**src/rtl/inst_fetch_if.sv**
```systemverilog
// Instruction-memory request/response bundle between the fetch unit (master)
// and the instruction memory or bus adapter (slave).
interface inst_fetch_if #(
    parameter int ADDR_WIDTH = 64,
    parameter int INST_WIDTH = 32
);
    logic                  InstReqValid;
    logic [ADDR_WIDTH-1:0] InstReqAddr;
    logic                  InstReqReady;
    logic                  InstRespValid;
    logic [INST_WIDTH-1:0] InstRespData;

    modport master (
        output InstReqValid,
        output InstReqAddr,
        input  InstReqReady,
        input  InstRespValid,
        input  InstRespData
    );

    modport slave (
        input  InstReqValid,
        input  InstReqAddr,
        output InstReqReady,
        output InstRespValid,
        output InstRespData
    );
endinterface

```
**src/rtl/inst_fetch.sv**
```systemverilog
// Instruction fetch: issues in-order reads from PC, presents instructions to IF/ID, handles redirect and stall.
// Define FETCH_BUF_EN for a 2-entry instruction FIFO with up to two outstanding reads.
module inst_fetch #(
    parameter int                    ADDR_WIDTH = 64,
    parameter int                    INST_WIDTH = 32,
    parameter logic [ADDR_WIDTH-1:0] PC_INIT    = 64'h0000_0000_8000_0000
) (
    input  logic                  Clk,
    input  logic                  Rst,
    input  logic                  JumpFlag,
    input  logic [ADDR_WIDTH-1:0] JumpAddr,
    input  logic [2:0]            HoldFlagFromCtrl,
    inst_fetch_if.master          memBus,
    output logic [ADDR_WIDTH-1:0] InstAddrOut,
    output logic [INST_WIDTH-1:0] InstOut,
    output logic                  InstValidOut
);
    // state | meaning
    // IDLE  | waiting for the output slot to free up (or first cycle after reset)
    // REQ   | read request presented at pc
    // WAIT  | one read accepted, response pending
    // DROP  | redirected while a read was in flight; discard its response

    logic                  holdActive;
    logic                  handshake;
    logic [ADDR_WIDTH-1:0] pc;

    assign holdActive = (HoldFlagFromCtrl != 3'b000);
    assign handshake  = memBus.InstReqValid && memBus.InstReqReady;
    assign memBus.InstReqAddr = pc;

`ifndef FETCH_BUF_EN
    localparam logic [1:0] IDLE = 2'd0;
    localparam logic [1:0] REQ  = 2'd1;
    localparam logic [1:0] WAIT = 2'd2;
    localparam logic [1:0] DROP = 2'd3;

    logic [1:0]            state;
    logic [1:0]            stateNext;
    logic                  slotFree;
    logic [ADDR_WIDTH-1:0] reqAddr;

    // A valid output under hold is the only thing that blocks a new request;
    // the gate is combinational so a hold arriving in REQ withdraws the request.
    assign slotFree            = !InstValidOut || !holdActive;
    assign memBus.InstReqValid = (state == REQ) && slotFree;

    always_comb begin
        stateNext = state;
        case (state)
            IDLE: if (JumpFlag || slotFree) stateNext = REQ;
            REQ:  if (handshake) stateNext = JumpFlag ? DROP : WAIT;
            WAIT: begin
                if (JumpFlag)
                    stateNext = memBus.InstRespValid ? REQ : DROP;
                else if (memBus.InstRespValid)
                    stateNext = holdActive ? IDLE : REQ;
            end
            DROP: if (memBus.InstRespValid) stateNext = REQ;
            default: stateNext = IDLE;
        endcase
    end

    always_ff @(posedge Clk or posedge Rst) begin
        if (Rst) begin
            state   <= IDLE;
            pc      <= PC_INIT;
            reqAddr <= PC_INIT;
        end else begin
            state <= stateNext;
            if (JumpFlag) begin
                pc <= JumpAddr;
            end else if (handshake) begin
                pc      <= pc + ADDR_WIDTH'(4);
                reqAddr <= pc;
            end
        end
    end

    // The slot is always empty in WAIT (a request is only accepted while it
    // drains), so a response can be captured regardless of hold.
    always_ff @(posedge Clk or posedge Rst) begin
        if (Rst) begin
            InstValidOut <= 1'b0;
            InstOut      <= '0;
            InstAddrOut  <= PC_INIT;
        end else if (JumpFlag) begin
            InstValidOut <= 1'b0;
        end else if (state == WAIT && memBus.InstRespValid) begin
            InstValidOut <= 1'b1;
            InstOut      <= memBus.InstRespData;
            InstAddrOut  <= reqAddr;
        end else if (!holdActive) begin
            InstValidOut <= 1'b0;
        end
    end
`else
    logic                  started;
    logic [1:0]            fifoCnt;
    logic                  fifoWr;
    logic                  fifoRd;
    logic [ADDR_WIDTH-1:0] fifoAddr [2];
    logic [INST_WIDTH-1:0] fifoData [2];
    logic [ADDR_WIDTH-1:0] raMem [2];
    logic                  raWr;
    logic                  raRd;
    logic [1:0]            pendCnt;
    logic [1:0]            pendNext;
    logic [1:0]            dropCnt;
    logic                  respTaken;
    logic                  push;
    logic                  pop;

    // pendCnt counts every read in flight, including ones already marked for
    // discard; dropCnt of those (the oldest) are thrown away on arrival.
    assign memBus.InstReqValid = started && (({1'b0, fifoCnt} + {1'b0, pendCnt}) < 3'd2);
    assign respTaken = memBus.InstRespValid && (pendCnt != 2'd0);
    assign push      = respTaken && (dropCnt == 2'd0) && !JumpFlag;
    assign pop       = (fifoCnt != 2'd0) && !holdActive;
    assign pendNext  = pendCnt + 2'(handshake) - 2'(respTaken);

    assign InstValidOut = (fifoCnt != 2'd0);
    assign InstOut      = fifoData[fifoRd];
    assign InstAddrOut  = fifoAddr[fifoRd];

    always_ff @(posedge Clk or posedge Rst) begin
        if (Rst) begin
            started     <= 1'b0;
            pc          <= PC_INIT;
            fifoCnt     <= 2'd0;
            fifoWr      <= 1'b0;
            fifoRd      <= 1'b0;
            fifoAddr[0] <= PC_INIT;
            fifoAddr[1] <= PC_INIT;
            fifoData[0] <= '0;
            fifoData[1] <= '0;
            raMem[0]    <= PC_INIT;
            raMem[1]    <= PC_INIT;
            raWr        <= 1'b0;
            raRd        <= 1'b0;
            pendCnt     <= 2'd0;
            dropCnt     <= 2'd0;
        end else begin
            started <= 1'b1;
            pendCnt <= pendNext;
            if (JumpFlag) begin
                pc      <= JumpAddr;
                fifoCnt <= 2'd0;
                fifoRd  <= fifoWr;
                raWr    <= 1'b0;
                raRd    <= 1'b0;
                dropCnt <= pendNext;
            end else begin
                if (handshake) begin
                    pc          <= pc + ADDR_WIDTH'(4);
                    raMem[raWr] <= pc;
                    raWr        <= ~raWr;
                end
                if (respTaken && dropCnt != 2'd0) begin
                    dropCnt <= dropCnt - 2'd1;
                end
                if (push) begin
                    fifoAddr[fifoWr] <= raMem[raRd];
                    fifoData[fifoWr] <= memBus.InstRespData;
                    fifoWr           <= ~fifoWr;
                    raRd             <= ~raRd;
                end
                if (pop) fifoRd <= ~fifoRd;
                fifoCnt <= fifoCnt + 2'(push) - 2'(pop);
            end
        end
    end
`endif
endmodule

```
**src/flat_wrapper.sv**
```systemverilog
// flat-port wrapper written by rule: the top's interface ports become plain ports
module inst_fetch_flat 
#(
    parameter int                    ADDR_WIDTH = 64,
    parameter int                    INST_WIDTH = 32,
    parameter logic [ADDR_WIDTH-1:0] PC_INIT    = 64'h0000_0000_8000_0000
)
  (Clk, Rst, JumpFlag, JumpAddr, HoldFlagFromCtrl, InstAddrOut, InstOut, InstValidOut, memBus_InstReqValid, memBus_InstReqAddr, memBus_InstReqReady, memBus_InstRespValid, memBus_InstRespData);
  inst_fetch_if #(.ADDR_WIDTH(ADDR_WIDTH), .INST_WIDTH(INST_WIDTH)) memBus_i ();
  input  logic Clk;
  input  logic Rst;
  input  logic JumpFlag;
  input  logic [ADDR_WIDTH-1:0] JumpAddr;
  input  logic [2:0] HoldFlagFromCtrl;
  output logic [ADDR_WIDTH-1:0] InstAddrOut;
  output logic [INST_WIDTH-1:0] InstOut;
  output logic InstValidOut;
  output wire logic [$bits(memBus_i.InstReqValid)-1:0] memBus_InstReqValid;
  output wire logic [$bits(memBus_i.InstReqAddr)-1:0] memBus_InstReqAddr;
  input wire logic [$bits(memBus_i.InstReqReady)-1:0] memBus_InstReqReady;
  input wire logic [$bits(memBus_i.InstRespValid)-1:0] memBus_InstRespValid;
  input wire logic [$bits(memBus_i.InstRespData)-1:0] memBus_InstRespData;
  assign memBus_InstReqValid = memBus_i.InstReqValid;
  assign memBus_InstReqAddr = memBus_i.InstReqAddr;
  assign memBus_i.InstReqReady = memBus_InstReqReady;
  assign memBus_i.InstRespValid = memBus_InstRespValid;
  assign memBus_i.InstRespData = memBus_InstRespData;
  inst_fetch #(.ADDR_WIDTH(ADDR_WIDTH), .INST_WIDTH(INST_WIDTH), .PC_INIT(PC_INIT)) u_core (.Clk(Clk), .Rst(Rst), .JumpFlag(JumpFlag), .JumpAddr(JumpAddr), .HoldFlagFromCtrl(HoldFlagFromCtrl), .memBus(memBus_i), .InstAddrOut(InstAddrOut), .InstOut(InstOut), .InstValidOut(InstValidOut));
endmodule
```
**config.mk**
```make
export PLATFORM = sky130hd
export DESIGN_NAME = inst_fetch_flat
export DESIGN_NICKNAME = d
export VERILOG_FILES = /design/src/rtl/inst_fetch_if.sv /design/src/rtl/inst_fetch.sv /design/src/flat_wrapper.sv
export SDC_FILE = /design/constraint.sdc
export NUM_CORES = 1
export LEC_CHECK = 0
export CAP_MARGIN = 20
export CORE_UTILIZATION = 45
export DETAILED_ROUTE_END_ITERATION = 6
export PLACE_DENSITY = 0.75
export SKIP_CTS_REPAIR_TIMING = 1
export SYNTH_ARGS = -nofsm -noshare
export SYNTH_HDL_FRONTEND = slang
export SYNTH_SLANG_ARGS = --single-unit
```
**constraint.sdc**
```tcl
create_clock -name Clk -period 10.66 [get_ports Clk]
set_input_delay 2.132 -clock Clk [delete_from_list [all_inputs] [get_ports Clk]]
set_output_delay 2.132 -clock Clk [all_outputs]
set_load 0.01 [all_outputs]
```
# After elaboration in Yosys (flattened, before gate mapping)
# Cells that the tools add are included.
[totals] output_inout_bits=162 elab_cells=43 in_bits=104 ff_bits=227
[classes] n_mux=14 n_bitwise=1 reduce_logical=13 add_sub_neg=1 eq_ne=8
[op_table] operator="$mux W64" n=2
[op_table] operator="$add A64 B3 Y64 const B" n=1
[op_table] operator="$mux W2" n=6
[op_table] operator="$pmux W2 S4" n=1
[op_table] operator="$ne A3 B3 Y1 const B" n=2
[op_table] operator="$mux W1" n=5
[op_table] operator="$eq A2 B2 Y1 const B" n=2
[op_table] operator="$ne A2 B1 Y1 const B" n=2
[op_table] operator="$reduce_and A2 Y1" n=2
[op_table] operator="$reduce_and A4 Y1" n=1
[op_table] operator="$logic_and A1 B1 Y1" n=3
[op_table] operator="$reduce_bool A3 Y1" n=1
[op_table] operator="$eq A2 B1 Y1 const B" n=1
[op_table] operator="$logic_not A1 Y1" n=2
[op_table] operator="$logic_not A2 Y1" n=1
[op_table] operator="$logic_or A1 B1 Y1" n=2
[op_table] operator="$ne A2 B2 Y1 const B" n=1
[op_table] operator="$reduce_bool A2 Y1" n=1
[op_table] operator="$not A1 Y1" n=1

# Longest topological paths before layout
# Gate-level depths: netlist (run 1).
[logic_depth] word_depth=7 mapped_depth=8 depth_no_buf=7

# Worst setup path before layout (run 1)
# OpenSTA, ideal clock, no wires.
[synth_timing] kind="input to output" start="input port HoldFlagFromCtrl[1]" end="output port memBus_InstReqValid" path_slack_ns=5.791 required_time_ns=8.528 cell_stages=2 n_path_buf=0 arrival_time_ns=2.737 cell_sequence="o31ai_2 -> and2_1"
[synth_between] elab_chain_cells=4
[synth_rtl] element="start, declared" line="flat_wrapper.sv:14" text="input logic [2:0] HoldFlagFromCtrl;"
[synth_rtl] element="$reduce_bool A3 Y1" line="inst_fetch.sv:28" text="assign holdActive = (HoldFlagFromCtrl != 3'b000);"
[synth_rtl] element="$logic_not A1 Y1" line="inst_fetch.sv:45" text="assign slotFree = !InstValidOut || !holdActive;"
[synth_rtl] element="$logic_or A1 B1 Y1" line="inst_fetch.sv:45"
[synth_rtl] element="$logic_and A1 B1 Y1" line="inst_fetch.sv:46" text="assign memBus.InstReqValid = (state == REQ) && slotFree;"
[synth_rtl] element="end, declared" line="flat_wrapper.sv:18" text="output wire logic [$bits(memBus_i.InstReqValid)-1:0] memBus_InstReqValid;"
# Every way passes these cells.

# Final worst setup path (run 1)
# Same ends and word-level chain as after synthesis.

==> results of run 1 <==
[critical path, stage by stage]
cell,delay (ns)
clkdlybuf4s50_1,0.44
o31ai_2,0.52
and2_1,0.30
clkdlybuf4s50_1,0.62
[sequential cells by signal, summed over array words and instances, names as in the netlist]
register and flops:
u_core.state 2, u_core.memBus.InstReqAddr 64, u_core.InstOut 32, u_core.InstValidOut 1
u_core.InstAddrOut 64, u_core.reqAddr 64
[worst paths after layout]
path	start	end	slack [ns]	cells past startpoint
worst max-delay path	HoldFlagFromCtrl[1]	memBus_InstReqValid	4.51	4
worst min-delay path	u_core.reqAddr[4]	u_core.reqAddr[4]	0.47	2
worst max register to register	u_core.state[1]	u_core.memBus.InstReqAddr[47]	7.47	7
worst min register to register	u_core.reqAddr[4]	u_core.reqAddr[4]	0.47	2
max in group asynchronous	Rst	u_core.InstOut[18]	7.14	3
min in group asynchronous	Rst	u_core.reqAddr[29]	2.11	2
[metal layers]
| layer | part of all wire | vias up |
|---|---|---|
| met4 | 0.018 | 2 |
| met5 | 0.00044 | - |
| met3 | 0.095 | 40 |
| met1 | 0.42 | 3675 |
| met2 | 0.47 | 273 |
| li1 | - | 3521 |
[power breakdown]
group | internal (mW) | leakage, nW | switching (mW)
clock network | 0.504 | 0.396 | 0.333
registers | 1.19 | 2.75 | 0.191
logic | 0.657 | 2.54 | 0.384
total | 2.35 | 5.68 | 0.908
[cell families after synthesis]
| kind of cell | synth area share |
|---|---|
| xor gates and xnor gates | 0.0262 |
| AOI/OAI and AO/OA | 0.0593 |
| DFF | 0.567 |
| muxes | 0.184 |
| buffers and inverters | 0.0211 |
| adders and majority gates | 0.00625 |
| and+or+nand+nor | 0.136 |
[layout by cell type, fill, tap and decap left out, types with 10 or more instances in the layout]
cell	n
a31oi_1	16
and4_1	10
clkbuf_16	25
clkdlybuf4s50_1	264
dfrtp_1	224
mux2_2	159
nand2_1	68
nand3_1	31
nand4_1	23
nor2_1	34
nor3_1	12
nor4_1	12
o21ai_0	48
or3_1	11
or4_1	12
xnor2_1	20
xor2_1	10
[layout make-up]
class | count | area [µm²] | share of cell area
clock buffers | 35 | 703 | 0.0512
clock inverters | 8 | 90.1 | 0.00656
inverters | 11 | 48.8 | 0.00355
multi-input cells | 548 | 4140 | 0.301
flip-flops and latches | 227 | 5680 | 0.414
well taps | 280 | 350 | 0.0255
repair buffers | 272 | 2720 | 0.198
==> impl_metrics.ini, run 1 <==
[power]
power_per_cell_area_mw_per_mm2 = 237
p_leak_nw = 5.68
power.total_mw = 3.26
peakVddDrop_mv = 0.141

[drt]
avgViaCountPerCell = 5.44
ant_nets = 0
drc = 0
vias = 7511
wire_per_inst_um = 18.2
wl_mm = 25.1
initialDrtViolationCount = 481
dr.pass1.iters = 4

[floorplanning]
io_pins = 266
num_rows = 54
die_h_um = 151
core-area_mm2 = 0.0218
die_area_mm2 = 0.0229
initial_core_util = 0.459
dieWidth_um = 151

[clock_tree]
insertion_delay_ns = 0.52
cts_max_level = 1
root_buffer = clkbuf_16
cts_tree = yes
cts.sinks = 227
clk_pin_slew_ns = 0.06
clockBufferDepth = 3
numCtsBuffers = 25

[global_route]
grt_overflow = 0
met2_usage = 0.355
grt_pass1_vias = 7331
grtUsageTotal = 0.217
grt.met1_usage = 0.278
grt_util_met3 = 0.0693
grt_first_pass_wirelength_mm = 38.9
grt_max_degree = 91
antenna_found_initial = 1
grt-busiest-layer = met2

[logic_synthesis]
avgSynthCellArea_um2 = 12.1
synth_top_area_cell = dfrtp_1
synth_warnings = 0
netlist.area_leader.share = 0.560
synth_edf_count = 0
ys_seq_elements = 227
synth.net_count = 938
netlist_area_mm2 = 0.0100
synth_commonest_cells = 224 x dfrtp_1, 159 x mux2_2, 69 x nand2_1
synthArstFlopShare = 1.00
yosysSeqAreaShare = 0.567
syn-instance-count = 829
ys_top_cells_by_area = dfrtp_1 56%, mux2_2 18%, nand2_1 2.6%
yosysMostFrequentCell = dfrtp_1
synth.distinct_cells = 52
synth_ff_type = dfrtp_1

[timing]
slew_violations = 0
rsz0062_at_grt = no
fin_crit_ns = 6.15
setup_tns_ns = 0
setup_viol = 0
clock.fmax_mhz = 163
hold_viol = 0
tightest_slew_ns = 0.945
fin_crit_sh = 0.577
clock_skew_ns = 0.0122
relSlewSlack = 0.370
fin_ws_ns = 4.51
holdWs_ns = 0.474

[finish]
nFillCells = 1690
fin_util = 0.630
nets = 1194
final_cell_area_mm2 = 0.0137
antenna_cells = 0
drive_gt1_frac = 0.201
area_growth_pct = 37.2
layoutNonFillerInstCount = 1381

[setup_path]
path_max_fanout = 7
arrival_ns = 4.01
required_ns = 8.53
cp-start-kind = input port
end_kind = output pin
crit_type = input port to output pin

[placed_design]
place_ws_ns = 4.52
dpl_cell_area_mm2 = 0.0129
dp_cells = 1337
place_congestion = 0.783
io_buffers = 265
dp_hpwl_mm = 17.1

[status]
status = finished, final reports clean

[job]
maxCapViolCount = 0

[min_path]
hp-class = flop to flop
(Power assumes the default switching activity.)
==> run 2, diff against run 1 <==
--- a/config.mk
+++ b/config.mk
@@ -6,9 +6,9 @@
 export NUM_CORES = 1
 export LEC_CHECK = 0
 export CAP_MARGIN = 20
-export CORE_UTILIZATION = 45
+export CORE_UTILIZATION = 44
 export DETAILED_ROUTE_END_ITERATION = 6
-export PLACE_DENSITY = 0.75
+export PLACE_DENSITY = 0.76
 export SKIP_CTS_REPAIR_TIMING = 1
 export SYNTH_ARGS = -nofsm -noshare
 export SYNTH_HDL_FRONTEND = slang
==> constraint.sdc (replaced) <==
create_clock -name Clk -period 5.3 [get_ports Clk]
set_input_delay 1.06 -clock Clk [delete_from_list [all_inputs] [get_ports Clk]]
set_output_delay 1.06 -clock Clk [all_outputs]
set_load 0.01 [all_outputs]
==> impl_metrics.ini, run 2 (synthesized netlist as in run 1, its figures left out) <==
[floorplanning]
initial_core_util = 0.453
dieWidth_um = 153
io_pins = 266
core-area_mm2 = 0.0221
die_area_mm2 = 0.0234
die_h_um = 153
num_rows = 54

[power]
power.total_mw = 6.78
peakVddDrop_mv = 0.331
power_per_cell_area_mw_per_mm2 = 488
p_leak_nw = 5.74

[placed_design]
dpl_cell_area_mm2 = 0.0130
io_buffers = 265
dp_cells = 1340
dp_hpwl_mm = 17.6
place_congestion = 0.757
place_ws_ns = 1.16

[setup_path]
crit_type = input port to output pin
end_kind = output pin
cp-start-kind = input port
arrival_ns = 2.85
required_ns = 4.24
path_max_fanout = 7

[min_path]
hp-class = flop to flop

[clock_tree]
insertion_delay_ns = 0.51
cts.sinks = 227
numCtsBuffers = 25
root_buffer = clkbuf_16
cts_max_level = 1
cts_tree = yes
clockBufferDepth = 3
clk_pin_slew_ns = 0.06

[drt]
initialDrtViolationCount = 392
wire_per_inst_um = 18.8
avgViaCountPerCell = 5.48
ant_nets = 0
drc = 0
vias = 7596
dr.pass1.iters = 5
wl_mm = 26.0

[timing]
rsz0062_at_grt = no
hold_viol = 0
fin_crit_ns = 3.91
setup_tns_ns = 0
fin_ws_ns = 1.39
setup_viol = 0
fin_crit_sh = 0.738
clock_skew_ns = 0.0120
tightest_slew_ns = 0.773
clock.fmax_mhz = 256
relSlewSlack = 0.485
holdWs_ns = 0.478
slew_violations = 0

[finish]
drive_gt1_frac = 0.206
fin_util = 0.629
area_growth_pct = 38.7
nFillCells = 1731
layoutNonFillerInstCount = 1385
nets = 1197
final_common_cell = clkdlybuf4s50_1
final_cell_area_mm2 = 0.0139
multi_input_comb_area_mm2 = 0.00414
seqCellArea_mm2 = 0.00568
antenna_cells = 0
layout_common_cells = 264 x clkdlybuf4s50_1, 224 x dfrtp_1, 159 x mux2_2

[global_route]
grt_overflow = 0
grt_pass1_vias = 7642
antenna_found_initial = 0
grtUsageTotal = 0.224
grt_first_pass_wirelength_mm = 41.8
grt_max_degree = 138

[status]
status = finished, final reports clean

[job]
maxCapViolCount = 0
## run 2: worst max-delay path: stages
cell,delay [ns]
clkdlybuf4s50_1,0.44
o31ai_2,0.48
and2_1,0.29
clkdlybuf4s50_1,0.58
## run 2: final timing paths
path                                          start                             to  slack (ns)  cells past startpoint
worst max-delay path            HoldFlagFromCtrl[1]            memBus_InstReqValid        1.39                      4
worst max register to register      u_core.state[1]  u_core.memBus.InstReqAddr[59]        2.22                      7
max in group asynchronous                       Rst             u_core.reqAddr[60]        3.12                      4
worst min-delay path             u_core.reqAddr[50]             u_core.reqAddr[50]        0.48                      2
worst min register to register   u_core.reqAddr[50]             u_core.reqAddr[50]        0.48                      2
min in group asynchronous                       Rst             u_core.reqAddr[29]        1.05                      3
## run 2: power breakdown
part / leakage [nW] / total [mW] / internal (mW) / switching (mW)
Sequential: 2.75 / 2.78 / 2.39 / 0.393
Combinational: 2.55 / 2.10 / 1.32 / 0.775
Clock: 0.446 / 1.90 / 1.21 / 0.691
## run 2: layout make-up
type,count,share of cell area
clock buffer,32,0.0498
clock inverter,12,0.0156
inverter,11,0.00324
multi-input combinational,548,0.298
sequential,227,0.409
tap,280,0.0252
timing repair buffer,275,0.199
## run 2: metal layers
metal  wire length, µm  share of wire  track usage
met3              1990          0.077       0.0578
met4               405          0.016       0.0481
met5                 0              0            0
met1             10800           0.42        0.289
met2             12800           0.49        0.381
